`config.mk`:
```
export PLATFORM = sky130hd
export DESIGN_NAME = wb_lsu_master
export DESIGN_NICKNAME = d
export VERILOG_FILES = /design/src/rtl/core_pkg.sv /design/src/rtl/wb_lsu_lane.sv /design/src/rtl/wb_lsu_master.sv
export SDC_FILE = /design/constraint.sdc
export NUM_CORES = 1
export LEC_CHECK = 0
export CORE_UTILIZATION = 40
export CTS_BUF_LIST = sky130_fd_sc_hd__clkbuf_4 sky130_fd_sc_hd__clkbuf_8 sky130_fd_sc_hd__clkbuf_16
export DETAILED_ROUTE_END_ITERATION = 10
export GPL_ROUTABILITY_DRIVEN = 0
export PLACE_DENSITY = 0.75
export SYNTH_ARGS = -nofsm -noshare
export SYNTH_HDL_FRONTEND = slang
export SYNTH_SLANG_ARGS = --single-unit
```
`constraint.sdc`:
```
create_clock -name i_clk -period 2.5 [get_ports i_clk]
set_input_delay 0.25 -clock i_clk [delete_from_list [all_inputs] [get_ports i_clk]]
set_output_delay 0.25 -clock i_clk [all_outputs]
set_load 0.005 [all_outputs]
```
`src/rtl/core_pkg.sv`:
```
// rtl/core_pkg.sv - shared LSU funct3 codes, state enum and request legality check
package core_pkg;

  localparam logic [2:0] F3_B  = 3'b000;
  localparam logic [2:0] F3_H  = 3'b001;
  localparam logic [2:0] F3_W  = 3'b010;
  localparam logic [2:0] F3_BU = 3'b100;
  localparam logic [2:0] F3_HU = 3'b101;

  typedef enum logic [1:0] {
    LSU_IDLE,
    LSU_REQ,
    LSU_WAIT,
    LSU_RESP
  } lsu_state_e;

  // True when a request must be refused without touching the bus.
  function automatic logic lsu_bad_req(input logic we, input logic [2:0] f3,
                                       input logic [1:0] off);
    logic bad;
    bad = 1'b0;
    case (f3)
      F3_B, F3_BU: bad = 1'b0;
      F3_H, F3_HU: bad = off[0];
      F3_W:        bad = (off != 2'b00);
      default:     bad = 1'b1;
    endcase
    if (we && f3[2]) bad = 1'b1;
    return bad;
  endfunction

endpackage

```
`src/rtl/wb_lsu_lane.sv`:
```
// rtl/wb_lsu_lane.sv - byte-lane select, store replication and load extract/extend
module wb_lsu_lane
  import core_pkg::*;
(
  input  logic [2:0]  i_funct3,
  input  logic [1:0]  i_byte_off,
  input  logic [31:0] i_wdata,
  input  logic [31:0] i_rdata,
  output logic [3:0]  o_sel,
  output logic [31:0] o_wdata,
  output logic [31:0] o_rdata
);

  logic [31:0] shifted;
  logic        sext;

  always_comb begin
    shifted = i_rdata >> {i_byte_off, 3'b000};
    sext    = ~i_funct3[2];
    o_sel   = 4'b1111;
    o_wdata = i_wdata;
    o_rdata = shifted;
    case (i_funct3[1:0])
      2'b00: begin
        o_sel   = 4'b0001 << i_byte_off;
        o_wdata = {4{i_wdata[7:0]}};
        o_rdata = {{24{shifted[7] & sext}}, shifted[7:0]};
      end
      2'b01: begin
        o_sel   = i_byte_off[1] ? 4'b1100 : 4'b0011;
        o_wdata = {2{i_wdata[15:0]}};
        o_rdata = {{16{shifted[15] & sext}}, shifted[15:0]};
      end
      default: ;
    endcase
  end

endmodule

```
`src/rtl/wb_lsu_master.sv`:
```
// rtl/wb_lsu_master.sv - single-beat pipelined Wishbone master for the load/store unit
module wb_lsu_master
  import core_pkg::*;
#(
  parameter int XLEN    = 32,
  parameter int TIMEOUT = 255
) (
  input  logic            i_clk,
  input  logic            i_reset,
  input  logic            i_req_valid,
  output logic            o_req_ready,
  input  logic            i_req_we,
  input  logic [2:0]      i_req_funct3,
  input  logic [XLEN-1:0] i_req_addr,
  input  logic [XLEN-1:0] i_req_wdata,
  output logic            o_resp_valid,
  output logic [XLEN-1:0] o_resp_rdata,
  output logic            o_resp_err,
  output logic            o_wb_cyc,
  output logic            o_wb_stb,
  output logic            o_wb_we,
  output logic [XLEN-3:0] o_wb_addr,
  output logic [XLEN-1:0] o_wb_data,
  output logic [3:0]      o_wb_sel,
  input  logic [XLEN-1:0] i_wb_data,
  input  logic            i_wb_stall,
  input  logic            i_wb_ack,
  input  logic            i_wb_err
);

  localparam logic [7:0] TO_LAST = 8'(TIMEOUT - 1);

  lsu_state_e      state_q, state_d;
  logic            we_q, we_d;
  logic [2:0]      f3_q, f3_d;
  logic [1:0]      off_q, off_d;
  logic [7:0]      cnt_q, cnt_d;
  logic            cyc_q, cyc_d;
  logic            stb_q, stb_d;
  logic            wb_we_q, wb_we_d;
  logic [XLEN-3:0] wb_addr_q, wb_addr_d;
  logic [XLEN-1:0] wb_data_q, wb_data_d;
  logic [3:0]      sel_q, sel_d;
  logic [XLEN-1:0] rdata_q, rdata_d;
  logic            err_q, err_d;

  logic [2:0]      lane_f3;
  logic [1:0]      lane_off;
  logic [3:0]      lane_sel;
  logic [XLEN-1:0] lane_wdata;
  logic [XLEN-1:0] lane_rdata;

  // Store lanes come from the live request at accept; load extract uses the latched request.
  assign lane_f3  = (state_q == LSU_IDLE) ? i_req_funct3    : f3_q;
  assign lane_off = (state_q == LSU_IDLE) ? i_req_addr[1:0] : off_q;

  wb_lsu_lane u_lane (
    .i_funct3   (lane_f3),
    .i_byte_off (lane_off),
    .i_wdata    (i_req_wdata),
    .i_rdata    (i_wb_data),
    .o_sel      (lane_sel),
    .o_wdata    (lane_wdata),
    .o_rdata    (lane_rdata)
  );

  always_ff @(posedge i_clk) begin
    if (i_reset) begin
      state_q   <= LSU_IDLE;
      we_q      <= 1'b0;
      f3_q      <= 3'b000;
      off_q     <= 2'b00;
      cnt_q     <= 8'd0;
      cyc_q     <= 1'b0;
      stb_q     <= 1'b0;
      wb_we_q   <= 1'b0;
      wb_addr_q <= '0;
      wb_data_q <= '0;
      sel_q     <= 4'b0000;
      rdata_q   <= '0;
      err_q     <= 1'b0;
    end else begin
      state_q   <= state_d;
      we_q      <= we_d;
      f3_q      <= f3_d;
      off_q     <= off_d;
      cnt_q     <= cnt_d;
      cyc_q     <= cyc_d;
      stb_q     <= stb_d;
      wb_we_q   <= wb_we_d;
      wb_addr_q <= wb_addr_d;
      wb_data_q <= wb_data_d;
      sel_q     <= sel_d;
      rdata_q   <= rdata_d;
      err_q     <= err_d;
    end
  end

  always_comb begin
    state_d   = state_q;
    we_d      = we_q;
    f3_d      = f3_q;
    off_d     = off_q;
    cnt_d     = cnt_q;
    cyc_d     = cyc_q;
    stb_d     = stb_q;
    wb_we_d   = wb_we_q;
    wb_addr_d = wb_addr_q;
    wb_data_d = wb_data_q;
    sel_d     = sel_q;
    rdata_d   = rdata_q;
    err_d     = err_q;
    case (state_q)
      LSU_IDLE: begin
        if (i_req_valid) begin
          we_d    = i_req_we;
          f3_d    = i_req_funct3;
          off_d   = i_req_addr[1:0];
          rdata_d = '0;
          if (lsu_bad_req(i_req_we, i_req_funct3, i_req_addr[1:0])) begin
            state_d = LSU_RESP;
            err_d   = 1'b1;
          end else begin
            state_d   = LSU_REQ;
            err_d     = 1'b0;
            cnt_d     = 8'd0;
            cyc_d     = 1'b1;
            stb_d     = 1'b1;
            wb_we_d   = i_req_we;
            wb_addr_d = i_req_addr[XLEN-1:2];
            wb_data_d = i_req_we ? lane_wdata : '0;
            sel_d     = lane_sel;
          end
        end
      end
      LSU_REQ, LSU_WAIT: begin
        if (i_wb_ack || i_wb_err) begin
          state_d = LSU_RESP;
          cyc_d   = 1'b0;
          stb_d   = 1'b0;
          err_d   = i_wb_err;
          rdata_d = (i_wb_err || we_q) ? '0 : lane_rdata;
        end else if (cnt_q == TO_LAST) begin
          state_d = LSU_RESP;
          cyc_d   = 1'b0;
          stb_d   = 1'b0;
          err_d   = 1'b1;
          rdata_d = '0;
        end else begin
          cnt_d = cnt_q + 8'd1;
          if (state_q == LSU_REQ && !i_wb_stall) begin
            state_d = LSU_WAIT;
            stb_d   = 1'b0;
          end
        end
      end
      LSU_RESP: state_d = LSU_IDLE;
      default:  state_d = LSU_IDLE;
    endcase
  end

  assign o_req_ready  = (state_q == LSU_IDLE);
  assign o_resp_valid = (state_q == LSU_RESP);
  assign o_resp_rdata = rdata_q;
  assign o_resp_err   = err_q;
  assign o_wb_cyc     = cyc_q;
  assign o_wb_stb     = stb_q;
  assign o_wb_we      = wb_we_q;
  assign o_wb_addr    = wb_addr_q;
  assign o_wb_data    = wb_data_q;
  assign o_wb_sel     = sel_q;

endmodule

```
==> summary.md, run 1 <==
| Metric | Value |
|---|---|
| Outcome | `complete, no violations` |
| CTS HTree Levels | `4` |
| Crit end category | `register` |
| Final Hold Viols | `0` |
| Max-cap viol count | `0` |
| PnR worst setup slack | `201 ps` |
| Final std cells w/o fill | `1059` |
| Post-DP HPWL | `12.7 mm` |
| Vias post-DR | `5636` |
| Async SR Flop Fraction | `0%` |
| Power Dens Cells | `approximately 800 nW/µm²` |
| Grt ovf | `0` |
| Die Span Y | `between 100 and 150 µm` |
| Static Leak | `3.08 nW` |
| Reg clk slew, reported paths | `60 ps` |
| Post-synth top cells | `155 x nand2_1, 118 x dfxtp_1, 81 x a21oi_1` |
| Antenna-violating nets left | `0` |
| Post-Route Skew | `15.1 ps` |
| Row cnt | `42` |
| Fmax | `between 400 and 500 MHz` |
| WL final | `around 18 mm` |
| Area of the multi-input gates | `around 2900 µm²` |
| Die Width | `119 µm` |
| Register area share after synthesis | `about 43%` |
| Mapped cell area | `5450 µm²` |
| Worst Path Max Fanout | `16` |
| Mean Syn Cell Area | `just over 8 µm²` |
| Fraction of layout cells with a size suffix above 1 | `about 13%` |
| Cells after DPL | `approximately 1000` |
| PortBufs | `209` |
| Startpoint types | `register` |
| Tightest Pin Transition | `874 ps` |
| Pin count of the biggest net entering global routing | `82` |
| Hold-fix buffers at CTS | `0` |
| Setup Total Neg Slack | `0 ps` |
| Via-to-Cell Ratio | `between 5 and 6` |
| DP Worst Slack | `-65.1 ps` |
| Crit path DAT | `around 2600 ps` |
| Final Critical Period | `2300 ps` |
| I/O pin cnt | `210` |
| Per-cell routed wire length | `16.7 µm` |
| Global-route wire length before repair | `28.5 mm` |
| Starting density of the core | `between 40% and 50%` |
| Pre-antenna DRT Iters | `6` |
| Synthesized Nets | `slightly below 800` |
| CTS root buffer | `clkbuf_16` |
| CTS tree | `built` |
| Most frequent cell after synthesis | `nand2_1` |
| Critical path start-end classification | `register to register` |
| Vias in the first global route | `5653` |
| Register area | `2360 µm²` |
| Synth warnings | `0` |
| Number of synthesized flops with an enable pin | `0` |
| Final #Nets | `slightly below 1000` |
| Drt drc | `0` |
| Synth unique cells | `51` |
| Worst vdd ir | `0.539 mV` |
| RSZ-0062 raised after global routing | `no` |
| CTS Buf Count | `17` |
| Post-Synthesis Cells | `between 600 and 700` |
| Full die area | `14100 µm²` |
| # clock sinks | `roughly 120` |
| Clock Path Buffers | `2` |
| Rel. slew slack | `a little over two fifths` |
| Req. time, crit path | `roughly 2800 ps` |
| Period utilization | `92.0%` |
| Initial antenna violation count | `1` |
| Synth area leaders | `dfxtp_1 43%, nand2_1 11%, a21oi_1 7.4%` |
| Worst-Skew Late Latency | `420 ps` |
| DRT iter0 DRCs | `418` |
| Yosys top cell by area | `dfxtp_1` |
| WHS | `a little under 400 ps` |
| Post-synth top area share | `43.4%` |
| Main synth FF type | `dfxtp_1` |
| Core footprint | `13200 µm²` |
| Hold Crit Class | `input pin to register` |
| Seq cells post-synth | `118` |
| Fillers | `1113` |
| Fin. max-slew vios | `0` |
| Global Route Usage Sum | `25.7%` |
| Final setup vio count | `0` |
| Area growth syn-to-layout | `54.5%` |
-- path summary, 6_finish.rpt --
check	startpoint	end	slack, ps	cells after the start
setup / recovery	state_q[1]$_SDFFE_PP0P_	o_resp_rdata[19]$_SDFFE_PP0P_	200	8
hold / removal	i_req_addr[15]	o_wb_addr[13]$_SDFFE_PP0P_	390	3
setup reg to reg	state_q[1]$_SDFFE_PP0P_	o_resp_rdata[19]$_SDFFE_PP0P_	200	8
hold reg to reg	o_wb_data[27]$_SDFFE_PP0P_	o_wb_data[27]$_SDFFE_PP0P_	450	2
-- metrics by stage --
step | utilization [%] | cell area [µm²] | power [W]
final | 63.6 | 8420 | 0.00688
after global routing | 63.6 | 8420 | 0.00724
after CTS | 63.3 | 8380 | 0.00686
after detailed placement | 59.1 | 7830 | 0.00459
after global placement | 59.1 | 7830 | 0.00452
after floorplan | - | 5450 | 0.00362
-- layout by cell type, fill, tap and decap left out, drive strengths merged, types with 2 or more instances in the layout --
cell type,synthesis,final
a222oi,7,7
ha,7,7
clkdlybuf4s50,0,208
nand2b,6,6
a311oi,5,5
a211oi,5,5
or3,7,7
a22oi,2,2
a221oi,6,6
buf,18,34
a21oi,82,82
nor2,37,37
o22ai,8,8
mux2,25,25
nor4,2,2
mux2i,26,26
clkbuf,30,26
a32o,7,7
and2,2,2
nor3,2,2
o21ai,36,36
nand2,155,155
o2111ai,2,2
xnor2,6,6
and3,3,3
nand3,29,29
nand4,2,2
nor2b,3,3
dfxtp,118,118
clkinv,0,4
inv,9,9
-- kinds of logic after synthesis --
| group | count (synthesis) | share of synthesized area, % |
|---|---|---|
| AND/OR/NAND/NOR | 251 | 19.5 |
| AO/OA/AOI/OAI | 168 | 19.8 |
| XOR/XNOR | 6 | 0.964 |
| flip-flops | 118 | 43.4 |
| adder cells (fa/ha/maj) | 7 | 1.61 |
| buffers and inverters | 57 | 4.59 |
| multiplexers | 51 | 10.2 |
-- repair_timing --
item	CTS	global route
setup endpoints to repair	26	26
resized for setup	2	5
setup buffers	0	2
pin swaps	0	1
-- layout make-up --
class	count	share of cell area, %
antenna	1	0.0297
timing repair buffer	242	28.2
inverter	9	0.401
tap	176	2.62
multi-input combinational	483	34.3
clock inverter	4	0.238
sequential	118	28.1
clock buffer	26	6.23
-- where the power goes --
group	total [W]	switching, W	internal (W)
combinational	0.00247	0.00129	0.00118
sequential	0.00217	0.000118	0.00205
clock	0.00224	0.000816	0.00142
-- layer usage --
layer	vias to the layer above	routed length, µm	track usage (%)	share of wire [%]
li1	2741	-	-	-
met1	2634	7330	30.3	41
met2	210	8480	42.4	48
met3	51	1090	6.23	6.2
met4	0	759	14.6	4.3
met5	-	0	0	0
-- flip-flops by register name (all words and copies together) (netlist names) --
register / count
o_wb_data: 32
o_resp_rdata: 32
o_wb_sel: 4
o_wb_we: 1
off_q: 2
f3_q: 3
o_wb_cyc: 1
o_wb_addr: 30
o_resp_err: 1
state_q: 2
we_q: 1
o_wb_stb: 1
cnt_q: 8
-- worst max-delay path, cell delays in order, from the launching register on --
cell and delay (ps):
dfxtp_1 370, inv_2 90, ha_4 200, nor2b_4 130, or4_1 570, a311oi_2 300
o221ai_2 130, buf_4 230, o21ai_0 190
Power figures use the tool's default switching activity.
==> inputs of run 2 (changes only) <==
ABC_AREA = 1   (was default)
CTS_CLUSTER_SIZE = 25   (was default)
PLACE_DENSITY = 0.74   (was 0.75)
==> run 2 against run 1 <==
Effect of this change:
- global-route usage decreased by 1.1 points
- clock skew is 8.4 ps lower
- sequential cell count stayed put
- largest cell class unchanged
==> summary.md, run 2 <==
| Metric | Value |
|---|---|
| Antenna-violating nets left | `0 (unchanged)` |
| Vias in the first global route | `5709 (was 5653)` |
| Row cnt | `43 (was 42)` |
| Utilization after layout | `61.6% (was 63.6%)` |
| Synth area leaders | `dfxtp_1 41%, nand2_1 15%, nor2_1 7.4% (was dfxtp_1 43%, nand2_1 11%, a21oi_1 7.4%)` |
| Via-to-Cell Ratio | `5.03 (was 5.32)` |
| Main synth FF type | `dfxtp_1 (unchanged)` |
| Grt ovf | `0 (unchanged)` |
| Fraction of layout cells with a size suffix above 1 | `7.55% (was 12.9%)` |
| Final #Nets | `1160 (was 984)` |
| Design Area, Final | `8560 µm² (was 8420 µm²)` |
| CTS root buffer | `clkbuf_16 (unchanged)` |
| Per-cell routed wire length | `14.4 µm (was 16.7 µm)` |
| Mean Syn Cell Area | `6.74 µm² (was 8.28 µm²)` |
| DP Area | `7950 µm² (was 7830 µm²)` |
| Fmax | `446 MHz (was 435 MHz)` |
| Power Dens Cells | `961 nW/µm² (was 817 nW/µm²)` |
| Fillers | `1307 (was 1113)` |
| Mapped cell area | `5710 µm² (was 5450 µm²)` |
| Die Width | `121 µm (was 119 µm)` |
| Startpoint types | `register (unchanged)` |
| Worst-Skew Late Latency | `410 ps (was 420 ps)` |
| RSZ-0062 raised after global routing | `no (unchanged)` |
| Max-cap viol count | `0 (unchanged)` |
| Seq cells post-synth | `118 (unchanged)` |
| Pre-antenna DRT Iters | `7 (was 6)` |
| Rel. slew slack | `42.9% (was 41.7%)` |
| Yosys top cell by area | `dfxtp_1 (unchanged)` |
| R2R Path End | `o_wb_data[14]$_SDFFE_PP0P_ (was o_resp_rdata[19]$_SDFFE_PP0P_)` |
| Most frequent cell after synthesis | `nand2_1 (unchanged)` |
| Static Leak | `3.46 nW (was 3.08 nW)` |
| Sw Pwr | `0.00310 W (was 0.00223 W)` |
| Hold-fix buffers at CTS | `0 (unchanged)` |
| Vias post-DR | `6227 (was 5636)` |
| Setup Total Neg Slack | `0 ps (unchanged)` |
| Sequential Power Share | `27.3% (was 31.5%)` |
| Reg-to-reg slack, setup | `260 ps (was 200 ps)` |
| Postcts setup bufs | `0 (unchanged)` |
| Met1 usage | `31.3% (was 30.3%)` |
| Number of synthesized flops with an enable pin | `0 (unchanged)` |
| Starting density of the core | `41.1% (about the same)` |
| Synth warnings | `0 (unchanged)` |
| Final Critical Period | `2240 ps (was 2300 ps)` |
| Critical path start-end classification | `register to register (unchanged)` |
| Tightest Pin Transition | `856 ps (was 874 ps)` |
| Worst R2R Path Depth | `9 (was 8)` |
| Register area share after synthesis | `41.4% (was 43.4%)` |
| Post-synth top cells | `235 x nand2_1, 118 x dfxtp_1, 113 x nor2_1 (was 155 x nand2_1, 118 x dfxtp_1, 81 x a21oi_1)` |
| Clk pwr share | `30.3% (was 32.5%)` |
| Post-DP HPWL | `12.7 mm (about the same)` |
| CTS tree | `built (unchanged)` |
| WL final | `17.9 mm (was 17.7 mm)` |
| Initial antenna violation count | `0 (was 1)` |
| Most frequent cells in the layout | `235 x nand2_1, 208 x clkdlybuf4s50_1, 118 x dfxtp_1, 112 x nor2_1, 83 x o21ai_0 (was 208 x clkdlybuf4s50_1, 155 x nand2_1, 118 x dfxtp_1, 80 x a21oi_1, 36 x nor2_1)` |
| DRT iter0 DRCs | `449 (was 418)` |
| Pint | `0.00512 W (was 0.00465 W)` |
| CTS HTree Levels | `4 (unchanged)` |
| Post-synth top area share | `41.4% (was 43.4%)` |
| # clock sinks | `118 (unchanged)` |
| WHS | `420 ps (was 393 ps)` |
| Comb power frac | `42.4% (was 36.0%)` |
| Hold_sp | `i_req_addr[30] (was i_req_addr[15])` |
| Antenna diodes | `0 (was 1)` |
| Pin count of the biggest net entering global routing | `75 (was 82)` |
| Met3 usage | `4.98% (was 6.23%)` |
| Switching portion of total power | `37.7% (was 32.4%)` |
| Synthesized Nets | `960 (was 771)` |
| Outcome | `complete, no violations (unchanged)` |
| PortBufs | `209 (unchanged)` |
| Final Hold Viols | `0 (unchanged)` |
| Reg2reg start | `state_q[0]$_SDFFE_PP0P_ (was state_q[1]$_SDFFE_PP0P_)` |
| Reg clk slew, reported paths | `60 ps (about the same)` |
| Overall power | `0.00822 W (was 0.00688 W)` |
| Met2 Usage GRT | `39.8% (was 42.4%)` |
| Global Route Usage Sum | `24.6% (was 25.7%)` |
| Hold Crit Class | `input pin to register (unchanged)` |
| Area growth syn-to-layout | `49.8% (was 54.5%)` |
| Hold Path Depth | `3 (unchanged)` |
| Period utilization | `89.6% (was 92.0%)` |
| Die Span Y | `121 µm (was 119 µm)` |
| Final setup vio count | `0 (unchanged)` |
| Endpoint, Worst Hold | `o_wb_addr[28]$_SDFFE_PP0P_ (was o_wb_addr[13]$_SDFFE_PP0P_)` |
| Post-Route Skew | `6.72 ps (was 15.1 ps)` |
| Req. time, crit path | `2750 ps (was 2840 ps)` |
| Post-Synthesis Cells | `847 (was 658)` |
| Post_cts resized | `0 (was 2)` |
| Crit path DAT | `2490 ps (was 2640 ps)` |
| CTS Buf Count | `17 (unchanged)` |
| Worst vdd ir | `0.528 mV (was 0.539 mV)` |
| Fin. max-slew vios | `0 (unchanged)` |
| Clock Path Buffers | `2 (unchanged)` |
| Global-route wire length before repair | `28.2 mm (was 28.5 mm)` |
| Core footprint | `13900 µm² (was 13200 µm²)` |
| Synth unique cells | `31 (was 51)` |
| Top Usage Layer GRT | `met2 (unchanged)` |
| Commonest non-fill, non-tap cell in the layout | `nand2_1 (was clkdlybuf4s50_1)` |
| Drt drc | `0 (unchanged)` |
| I/O pin cnt | `210 (unchanged)` |
| Async SR Flop Fraction | `0% (unchanged)` |
| Full die area | `14800 µm² (was 14100 µm²)` |
| Crit end category | `register (unchanged)` |
| Worst Path Max Fanout | `15 (was 16)` |
run 2: cell count changes in the layout (fill, tap and decap cells not counted), moves of 12 or more:
cell	previous run	this run
mux2_2	25	0
nand2_1	155	235
inv_1	8	47
a31oi_1	0	12
o21ai_0	24	83
nand3_1	29	44
nor2_1	36	112
mux2i_1	24	0
run 2: logic make-up after synthesis:
kind of cell	share of synthesized area [%]
and+or+nand+nor	30.8
AOI/OAI and AO/OA	17.9
DFF	41.4
buffers and inverters	7.60
adders and majority gates	1.53
xor gates and xnor gates	0.767
run 2: through the flow:
step	setup WS (ps)	std cells
3_5_place_dp	285	1208
3_3_place_gp	320	1208
2_1_floorplan	580	847
4_1_cts	251	1239
6_report	259	1239
5_1_grt	74.2	1239
run 2: critical path, cell delays in order (launching register included):
cell and delay, ps:
dfxtp_1 350, inv_1 100, ha_1 230, buf_4 200, o21ai_0 370, nand2_1 310, o21ai_0 310, nor2_1 70
nand2_1 80, a21oi_1 60
run 2: power by group through the flow:
stage / Combinational, W / Clock (W) / Sequential (W)
after floorplan: 0.00227 / 0 / 0.00228
after global placement: 0.00343 / 0 / 0.00227
after detailed placement: 0.00344 / 0 / 0.00228
after CTS: 0.00347 / 0.00252 / 0.00224
after global routing: 0.00386 / 0.00262 / 0.00227
final: 0.00349 / 0.00249 / 0.00224
run 2: layer usage:
layer,part of all wire (%),vias up
li1,-,3145
met1,44,2780
met2,46,255
met3,7.0,47
met4,3.0,0
met5,0,-
run 2: area by class of cell:
cell class,count,area (µm²),share of cell area (%)
repair buffers,229,2250,26.3
multi-input cells,629,2920,34.1
inverters,52,195,2.28
well taps,180,225,2.63
clock buffers,22,482,5.63
clock inverters,9,125,1.46
flip-flops and latches,118,2360,27.6
run 2: how the worst max path moves through the flow:
| stage | start | to | cells past startpoint |
|---|---|---|---|
| after floorplan | state_q[0]$_SDFFE_PP0P_ | o_wb_data[31]$_SDFFE_PP0P_ | 8 |
| after global placement | state_q[0]$_SDFFE_PP0P_ | o_wb_data[14]$_SDFFE_PP0P_ | 9 |
| after detailed placement | state_q[0]$_SDFFE_PP0P_ | o_wb_data[14]$_SDFFE_PP0P_ | 9 |
| after CTS | state_q[0]$_SDFFE_PP0P_ | o_wb_data[14]$_SDFFE_PP0P_ | 9 |
| after global routing | state_q[0]$_SDFFE_PP0P_ | o_resp_rdata[26]$_SDFFE_PP0P_ | 11 |
| final | state_q[0]$_SDFFE_PP0P_ | o_wb_data[14]$_SDFFE_PP0P_ | 9 |
==> inputs of run 3 (changes only) <==
ABC_CLOCK_PERIOD_IN_PS = 2500   (was default)
==> results of run 3 <==
Same layout as run 2: the final DEF is identical, and so are final timing and power.
